<file path="src/rtl/input_feeder_pkg.sv">
// Shared definitions for the input feeder: image geometry defaults, state encoding and pixel count.
`ifndef BIN_LEN
`define BIN_LEN 8
`endif
`ifndef INPUT_WIDTH
`define INPUT_WIDTH 4
`endif
`ifndef INPUT_HEIGHT
`define INPUT_HEIGHT 3
`endif
`ifndef INPUT_WIDTH_LOG
`define INPUT_WIDTH_LOG 2
`endif
`ifndef INPUT_HEIGHT_LOG
`define INPUT_HEIGHT_LOG 2
`endif

package input_feeder_pkg;

    localparam int unsigned INPUT_PIXELS = `INPUT_WIDTH * `INPUT_HEIGHT;

    typedef enum logic [2:0] {
        ST_IDLE    = 3'd0,
        ST_FETCH   = 3'd1,
        ST_SERVE   = 3'd2,
        ST_PRESENT = 3'd3,
        ST_RELEASE = 3'd4,
        ST_DONE    = 3'd5
    } state_e;

endpackage

</file>
<file path="src/rtl/input_image_buffer.sv">
// Simple dual-port image store: write port for loading, registered read port for the feeder.
module input_image_buffer
    import input_feeder_pkg::*;
#(
    parameter int unsigned DATA_W = `BIN_LEN,
    parameter int unsigned DEPTH  = INPUT_PIXELS,
    parameter int unsigned ADDR_W = $clog2(DEPTH)
) (
    input  logic              clock,
    input  logic              reset,
    input  logic              wr_en,
    input  logic [ADDR_W-1:0] wr_addr,
    input  logic [DATA_W-1:0] wr_data,
    input  logic              rd_en,
    input  logic [ADDR_W-1:0] rd_addr,
    output logic [DATA_W-1:0] rd_data
);

    logic [DATA_W-1:0] mem_q [DEPTH];
    logic [DATA_W-1:0] rd_data_q;
    logic [DATA_W-1:0] rd_data_d;

    // Storage is intentionally not reset so a reloaded image survives a feeder reset.
    always_ff @(posedge clock) begin
        if (wr_en) begin
            mem_q[wr_addr] <= wr_data;
        end
    end

    always_comb begin
        rd_data_d = rd_data_q;
        if (rd_en) begin
            rd_data_d = mem_q[rd_addr];
        end
    end

    // Read register doubles as the presented pixel, so it holds between fetches.
    always_ff @(posedge clock or posedge reset) begin
        if (reset) begin
            rd_data_q <= '0;
        end else begin
            rd_data_q <= rd_data_d;
        end
    end

    assign rd_data = rd_data_q;

endmodule

</file>
<file path="src/rtl/input_feeder.sv">
// Serves a stored image pixel-by-pixel in raster order over a req/ready handshake.
module input_feeder
    import input_feeder_pkg::*;
#(
    parameter int unsigned BIN_LEN      = `BIN_LEN,
    parameter int unsigned INPUT_WIDTH  = `INPUT_WIDTH,
    parameter int unsigned INPUT_HEIGHT = `INPUT_HEIGHT,
    parameter int unsigned ADDR_W       = $clog2(INPUT_WIDTH * INPUT_HEIGHT)
) (
    input  logic                         clock,
    input  logic                         reset,
    input  logic                         load_en,
    input  logic [ADDR_W-1:0]            load_addr,
    input  logic [BIN_LEN-1:0]           load_data,
    input  logic                         start,
    input  logic                         input_req,
    output logic [BIN_LEN-1:0]           input_val,
    output logic                         input_ready,
    output logic                         busy,
    output logic                         done,
    output logic [`INPUT_WIDTH_LOG-1:0]  width_index,
    output logic [`INPUT_HEIGHT_LOG-1:0] height_index
);

    localparam int unsigned PIXELS = INPUT_WIDTH * INPUT_HEIGHT;
    localparam int unsigned WIDX_W = `INPUT_WIDTH_LOG;
    localparam int unsigned HIDX_W = `INPUT_HEIGHT_LOG;

    state_e            state_q, state_d;
    logic [WIDX_W-1:0] width_index_q, width_index_d;
    logic [HIDX_W-1:0] height_index_q, height_index_d;
    logic              input_ready_q, input_ready_d;
    logic              busy_q, busy_d;
    logic              done_q, done_d;

    logic              last_pixel_c;
    logic              wr_en_c;
    logic              rd_en_c;
    logic [ADDR_W-1:0] rd_addr_c;

    assign last_pixel_c = (width_index_q == WIDX_W'(INPUT_WIDTH - 1)) &&
                          (height_index_q == HIDX_W'(INPUT_HEIGHT - 1));
    assign wr_en_c   = load_en && (state_q == ST_IDLE) && (32'(load_addr) < PIXELS);
    assign rd_en_c   = (state_q == ST_FETCH);
    assign rd_addr_c = ADDR_W'(32'(height_index_q) * INPUT_WIDTH + 32'(width_index_q));

    input_image_buffer #(
        .DATA_W (BIN_LEN),
        .DEPTH  (PIXELS),
        .ADDR_W (ADDR_W)
    ) u_buffer (
        .clock   (clock),
        .reset   (reset),
        .wr_en   (wr_en_c),
        .wr_addr (load_addr),
        .wr_data (load_data),
        .rd_en   (rd_en_c),
        .rd_addr (rd_addr_c),
        .rd_data (input_val)
    );

    // Next state, index advance, and registered handshake/status outputs.
    always_comb begin
        state_d        = state_q;
        width_index_d  = width_index_q;
        height_index_d = height_index_q;
        unique case (state_q)
            ST_IDLE: begin
                if (start) begin
                    width_index_d  = '0;
                    height_index_d = '0;
                    state_d        = ST_FETCH;
                end
            end
            ST_FETCH:   state_d = ST_SERVE;
            ST_SERVE:   if (input_req) state_d = ST_PRESENT;
            ST_PRESENT: state_d = ST_RELEASE;
            ST_RELEASE: begin
                if (!input_req) begin
                    if (last_pixel_c) begin
                        state_d = ST_DONE;
                    end else begin
                        state_d = ST_FETCH;
                        if (width_index_q == WIDX_W'(INPUT_WIDTH - 1)) begin
                            width_index_d  = '0;
                            height_index_d = height_index_q + HIDX_W'(1);
                        end else begin
                            width_index_d = width_index_q + WIDX_W'(1);
                        end
                    end
                end
            end
            ST_DONE:    state_d = ST_IDLE;
            default:    state_d = ST_IDLE;
        endcase
        input_ready_d = (state_d == ST_PRESENT);
        busy_d        = (state_d == ST_FETCH) || (state_d == ST_SERVE) ||
                        (state_d == ST_PRESENT) || (state_d == ST_RELEASE);
        done_d        = (state_d == ST_DONE);
    end

    always_ff @(posedge clock or posedge reset) begin
        if (reset) begin
            state_q        <= ST_IDLE;
            width_index_q  <= '0;
            height_index_q <= '0;
            input_ready_q  <= 1'b0;
            busy_q         <= 1'b0;
            done_q         <= 1'b0;
        end else begin
            state_q        <= state_d;
            width_index_q  <= width_index_d;
            height_index_q <= height_index_d;
            input_ready_q  <= input_ready_d;
            busy_q         <= busy_d;
            done_q         <= done_d;
        end
    end

    assign input_ready  = input_ready_q;
    assign busy         = busy_q;
    assign done         = done_q;
    assign width_index  = width_index_q;
    assign height_index = height_index_q;

endmodule

</file>
<file path="config.mk">
export PLATFORM = sky130hd
export DESIGN_NAME = input_feeder
export DESIGN_NICKNAME = d
export VERILOG_FILES = /design/src/rtl/input_feeder_pkg.sv /design/src/rtl/input_image_buffer.sv /design/src/rtl/input_feeder.sv
export SDC_FILE = /design/constraint.sdc
export NUM_CORES = 1
export LEC_CHECK = 0
export ABC_AREA = 1
export CAP_MARGIN = 20
export CELL_PAD_IN_SITES_DETAIL_PLACEMENT = 0
export CELL_PAD_IN_SITES_GLOBAL_PLACEMENT = 1
export CORE_MARGIN = 1.5
export CORE_UTILIZATION = 50
export CTS_CLUSTER_SIZE = 24
export DETAILED_ROUTE_END_ITERATION = 7
export PLACE_DENSITY = 0.79
export REMOVE_ABC_BUFFERS = 1
export SLEW_MARGIN = 20
export SYNTH_ARGS = -nofsm -noshare
export SYNTH_HDL_FRONTEND = slang
export SYNTH_SLANG_ARGS = --single-unit
</file>
<file path="constraint.sdc">
create_clock -name clock -period 5.35 [get_ports clock]
set_clock_uncertainty 0.15 [all_clocks]
set_input_delay 1.07 -clock clock [delete_from_list [all_inputs] [get_ports clock]]
set_output_delay 1.07 -clock clock [all_outputs]
set_load 0.01 [all_outputs]
</file>
==> results of run 1 <==
[power groups by stage]
stage	combinational [mW]	clock, mW	sequential [mW]
floorplan	0.353	0	1.15
global placement	0.610	0	1.16
detailed placement	0.615	0	1.16
CTS	0.624	1.11	1.15
global route	0.699	1.14	1.16
finish	0.621	1.10	1.15
[worst paths after layout]
kind / startpoint / to / slack, ns / cells after the start
max: width_index[0] / width_index[0] / 1.84 / 1
min: u_buffer.rd_data[4] / u_buffer.rd_data[4] / 0.33 / 2
max reg2reg: width_index[0] / u_buffer.rd_data[2] / 3.00 / 7
min reg2reg: u_buffer.rd_data[4] / u_buffer.rd_data[4] / 0.33 / 2
max in group asynchronous: reset / width_index[0] / 3.75 / 2
min in group asynchronous: reset / input_ready / 0.83 / 2
[final cells by class]
| type | count | area share [%] |
|---|---|---|
| Tap cell | 129 | 2.797 |
| Inverter | 53 | 3.534 |
| Clock buffer | 27 | 8.348 |
| Sequential cell | 114 | 57.78 |
| Clock inverter | 5 | 1.735 |
| Multi-Input combinational cell | 262 | 20.29 |
| Timing Repair Buffer | 32 | 5.507 |
[worst min-delay path: cells and delay by family, from the launching register on]
family	cells	cell delay [ns]
DFF	1	0.34
and+or+nand+nor	2	0.11
[metal layers]
metal  vias to the layer above  wire, um  part of all wire [%]  GRT usage, %
met4                         0       167                   1.5         8.120
met2                       137      4963                    46         34.05
met1                      1571      4973                    46         33.22
met3                        14       788                   7.2         6.142
met5                         -         0                     0             0
li1                       1558         -                     -             -
[sequential cells by signal, summed over array words and instances, names as in the netlist]
| name | count |
|---|---|
| u_buffer.mem_q | 96 |
| u_buffer.rd_data | 8 |
| state_q | 3 |
| height_index | 2 |
| width_index | 2 |
| busy | 1 |
| done | 1 |
| input_ready | 1 |
[cell families (layout without fill, tap and decap cells)]
logic type,after synthesis,after routing
and+or+nand+nor,245,245
DFF,114,114
buffers and inverters,71,117
AOI/OAI and AO/OA,15,15
adders and majority gates,2,2
[cell usage after synthesis]
master / n / share of area, %
nand3_2: 2 / 0.41
o21ai_0: 6 / 0.62
inv_1: 49 / 3.8
o21ai_1: 2 / 0.21
nand2_1: 125 / 9.7
nor2_1: 30 / 2.3
nor2_2: 1 / 0.13
inv_2: 3 / 0.23
o21ai_2: 1 / 0.18
o21bai_1: 1 / 0.15
and3_1: 1 / 0.13
buf_4: 5 / 0.77
nand3_1: 78 / 8.0
inv_6: 1 / 0.18
buf_6: 8 / 1.9
nand4_1: 1 / 0.13
or2_2: 3 / 0.39
edfxtp_1: 96 / 59
nor3_1: 1 / 0.10
nand2_2: 1 / 0.13
ha_1: 2 / 0.51
o21ai_4: 1 / 0.33
dfrtp_1: 18 / 9.3
buf_2: 5 / 0.51
a21oi_1: 4 / 0.41
or2_0: 2 / 0.26
[stage by stage]
step / cell area [um2] / util, %
3_3_place_gp: 5189 / 55.63
5_1_grt: 5771 / 61.86
6_report: 5771 / 61.86
2_1_floorplan: 4708 / -
4_1_cts: 5771 / 61.86
3_5_place_dp: 5189 / 55.63
[placed cells by master, fill, tap and decap left out, types with 2 or more instances in the layout]
| cell | n |
|---|---|
| a21oi_1 | 4 |
| clkbuf_8 | 4 |
| or2_0 | 2 |
| nand3_2 | 2 |
| clkbuf_1 | 7 |
| edfxtp_1 | 96 |
| o21ai_1 | 2 |
| o21ai_0 | 6 |
| inv_1 | 49 |
| clkinv_2 | 2 |
| inv_2 | 3 |
| clkdlybuf4s50_1 | 31 |
| or2_2 | 3 |
| nand3_1 | 78 |
| ha_1 | 2 |
| dfrtp_1 | 17 |
| nand2_1 | 125 |
| nor2_1 | 30 |
| clkbuf_16 | 16 |
| bufinv_16 | 3 |
==> metrics.txt, run 1 <==
Final period util=65.57%; routed wire length=10890 um; internal power=2.021 mW; Die Wd=101.6 um; row count=35; area growth from synthesis to layout=18.71%; DP Wirelength=6886 um; setup TNS=0 ns; clock power share=38.4%; max_cap viols=0; worst hold slack=0.3277 ns; largest net degree at the start of global routing=57; mean number of vias per cell=5.273; status=completed; total CTS buffers=17; Hold Buf Count CTS=0; CP max stage cell=dfrtp_2; Placer Congestion=0.7683; Rel. slew slack=28.72%; I/O pin count=32; Worst-path clk slew=0.05 ns; initial antenna violation count=0; Post-layout nets=499; largest family of logic cells by synthesized area=simple AND/OR/NAND/NOR gates; Comb power frac=21.7%; CP arrival=2.29 ns; fin cells=622; critical path startpoint category=register; setup ws final=1.842 ns; CTS max path bufs=2; crit path time final=3.508 ns; Cells after DPL=590; maximum clock frequency=285.1 MHz; share of layout cells above drive strength 1=8.114%; Final setup viols=0; DR WL/cell=17.51 um; crit-path cells=clkdlybuf4s50_1; CTS tree=done; CTS H-tree lvls=4; Max stage delay on crit path=1.06 ns; leakage power=2.325 nW; post-CTS setup buffer count=0; sw frac=29.52%; adder-cell area share of the yosys netlist=0.5148%; via count=3280; register area=3334 um2; Setup CP Type=register to output port; drt pass-1 iters=5; Synth Area in Simple Gates=21.67%; Detailed Route Iter0 Violations=346; area of the core=9328 um2; GRT overflow=0; pre-CTS WS=2.182 ns; clock sinks=114; #FFs+latches synth=114; post-synthesis instance total=447; FILL cells=763; Max Transition Viols Final=0; Final ANT Viol Nets=0; Netlist cell types=26; die height=101.6 um; Worst-Margin Slew=1.069 ns; post-synthesis mux area share=0%; first-pass GRT wire length=16810 um; sequential share of power=40.0%; GRT Total Usage=23.05%; initial core utilization=52.11%; Seq/Total Area, Yosys=68.57%; Ys Warns=0; Post-Synth XOR/XNOR Area=0%; PostCTS Resize Cnt=0; worst-path maximum fanout=56; cell area after synthesis=4861 um2; DR DRC count=0; CP required=4.13 ns; worst vdd ir=0.2474 mV; Fin. Hold Viols=0; RSZ-0062 raised after global routing=no; delay-heaviest family, CP=flip-flops; die area=10320 um2; compound-gate portion of the synthesized area=1.905%; switching power of the nets=846.1 uW; Power per Cell Area=496.8 nW/um2; synthesized area per cell=10.87 um2; Pwr Total=2.867 mW; ant diodes=0; HP Class=register to register; vias in the first global route=3032; root buf cell=clkbuf_8; CP bufs+invs=1; clock latency on the worst-skew pair=0.51 ns; CP Capture Type=output port; multi-input logic area=1171 um2; Port Buf Inserts=31
No activity file was read; power rests on OpenSTA's default activity.
==> run 2: changes to the inputs <==
--- a/config.mk
+++ b/config.mk
@@ -10,10 +10,10 @@
 export CELL_PAD_IN_SITES_DETAIL_PLACEMENT = 0
 export CELL_PAD_IN_SITES_GLOBAL_PLACEMENT = 1
 export CORE_MARGIN = 1.5
-export CORE_UTILIZATION = 50
+export CORE_UTILIZATION = 47
 export CTS_CLUSTER_SIZE = 24
 export DETAILED_ROUTE_END_ITERATION = 7
-export PLACE_DENSITY = 0.79
+export PLACE_DENSITY = 0.75
 export REMOVE_ABC_BUFFERS = 1
 export SLEW_MARGIN = 20
 export SYNTH_ARGS = -nofsm -noshare
==> constraint.sdc (replaced) <==
create_clock -name clock -period 3.6 [get_ports clock]
set_clock_uncertainty 0.15 [all_clocks]
set_input_delay 0.72 -clock clock [delete_from_list [all_inputs] [get_ports clock]]
set_output_delay 0.72 -clock clock [all_outputs]
set_load 0.01 [all_outputs]
==> run 2 against run 1 <==
Compared with the run above: combinational power increased by 52%; clock power increased by 51%; sequential power increased by 44%; global-route usage decreased by 2.2 points; cell count increased by 0.80%; sequential share of layout area decreased by 0.29 points; highest routed layer unchanged.
==> metrics.txt, run 2 (synthesis gave the netlist of run 1 again) <==
most frequent cells in the layout=125 x nand2_1, 96 x edfxtp_1, 78 x nand3_1; reg2reg end=busy; RSZ-0062 raised after global routing=no; row count=36 (+2.9%); Hold Buf Count CTS=0 (unchanged); max_cap viols=0 (unchanged); DR WL/cell=16.69 um (-4.7%); Fin. Hold Viols=0 (unchanged); leakage power=2.332 nW (+0.31%); max reg flops=96 (unchanged); routed wire length=10470 um (-3.9%); area of the core=9910 um2 (+6.2%); Largest Register=u_buffer.mem_q; hold path depth=2 (unchanged); DP Wirelength=6867 um (-0.29%); crit-path cells=clkdlybuf4s50_1; worst r2r path cells=8 (+1); initial antenna violation count=0 (unchanged); setup ws final=0.8141 ns (-1.028 ns); delay-heaviest family, CP=flip-flops; critical path startpoint category=register; Max stage delay on crit path=0.74 ns (-0.32 ns); clock sinks=114 (unchanged); clock latency on the worst-skew pair=0.51 ns (about the same); Worst-path clk slew=0.06 ns (about the same); worst hold slack=0.3346 ns (+0.006835 ns); CTS tree=done; worst vdd ir=0.3922 mV (+59%); reg-to-reg startpoint=width_index[0]; Max Transition Viols Final=0 (unchanged); worst-path maximum fanout=31 (-45%); fin cells=627 (+0.80%); Final period util=77.39%; via count=3180 (-3.0%); CP max stage cell=dfrtp_2; GRT Total Usage=20.87% (-2.2 points); fin area=5799 um2 (+0.50%); CTS H-tree lvls=4 (unchanged); GRT overflow=0 (unchanged); Final ANT Viol Nets=0 (unchanged); Port Buf Inserts=31 (unchanged); Placer Congestion=0.7916 (+3.0%); Setup CP Type=register to output port; Hold Crit Start=u_buffer.rd_data[3]; Power per Cell Area=734.2 nW/um2 (+48%); drt pass-1 iters=5 (unchanged); hold endpoint=u_buffer.rd_data[3]; Final setup viols=0 (unchanged); total CTS buffers=17 (unchanged); R2R Setup Slk=1.42 ns (-1.58 ns); Post-layout nets=500 (+0.20%); Rel. slew slack=51.70% (+23 points); CP required=2.73 ns (-1.40 ns); largest net degree at the start of global routing=46 (-19%); first-pass GRT wire length=16730 um (-0.45%); status=completed; pre-CTS WS=0.8524 ns (-1.330 ns); most common cell after layout, fill and taps aside=nand2_1; maximum clock frequency=358.9 MHz; Pwr Total=4.258 mW (+49%); share of layout cells above drive strength 1=9.514% (+1.4 points); post-CTS setup buffer count=0 (unchanged); root buf cell=clkbuf_8; Die Wd=104.7 um (+3.0%); placed cell area=5201 um2 (+0.24%); setup TNS=0 ns (unchanged); Core Util, Final=58.52% (-3.3 points); die area=10960 um2 (+6.2%); DR DRC count=0 (unchanged); Worst-Margin Slew=0.7219 ns (-0.3473 ns); PostCTS Resize Cnt=0 (unchanged); CTS max path bufs=2 (unchanged); CP Capture Type=output port; Cells after DPL=595 (+0.85%); CP bufs+invs=1 (unchanged); CP arrival=1.92 ns (-0.37 ns); initial core utilization=49.05% (-3.1 points); ant diodes=0 (unchanged); die height=104.7 um (+3.0%); Detailed Route Iter0 Violations=213 (-38%); area growth from synthesis to layout=19.30%; I/O pin count=32 (unchanged); crit path time final=2.786 ns; mean number of vias per cell=5.072 (-3.8%); vias in the first global route=3191 (+5.2%); HP Class=register to register
==> run 2: worst max-delay path by stage <==
stage	slack, ns	startpoint	to	depth (start not counted)
finish	0.81	width_index[0]	width_index[0]	1
CTS	0.78	width_index[0]	width_index[0]	1
global placement	0.87	load_en	u_buffer.mem_q[8][3]	4
floorplan	1.28	width_index[0]	busy	7
global route	0.73	width_index[0]	width_index[0]	1
detailed placement	0.85	load_en	u_buffer.mem_q[8][3]	4
==> run 2: area by class of cell <==
cell class,count,area [um2]
Fill cell,849,4110
Sequential cell,114,3334
Multi-Input combinational cell,262,1171
Clock buffer,17,414.1
Timing Repair Buffer,33,325.3
Inverter,53,203.9
Clock inverter,15,183.9
Tap cell,133,166.4
==> run 2: power by group <==
group | total [mW] | leakage (nW) | switching, mW | internal [mW]
clock network | 1.66 | 0.286 | 0.602 | 1.06
registers | 1.66 | 1.09 | 0.115 | 1.54
logic | 0.942 | 0.956 | 0.585 | 0.357
==> run 2: routing by layer <==
layer  up-vias  share of wire (%)  GRT usage [%]  wire length (um)
li1       1564                  -              -                 -
met1      1490                 45          27.23              4684
met2       115                 47          33.22              4950
met3        11                6.8          6.800               716
met4         0                1.1          6.751               116
met5         -                  0              0                 0
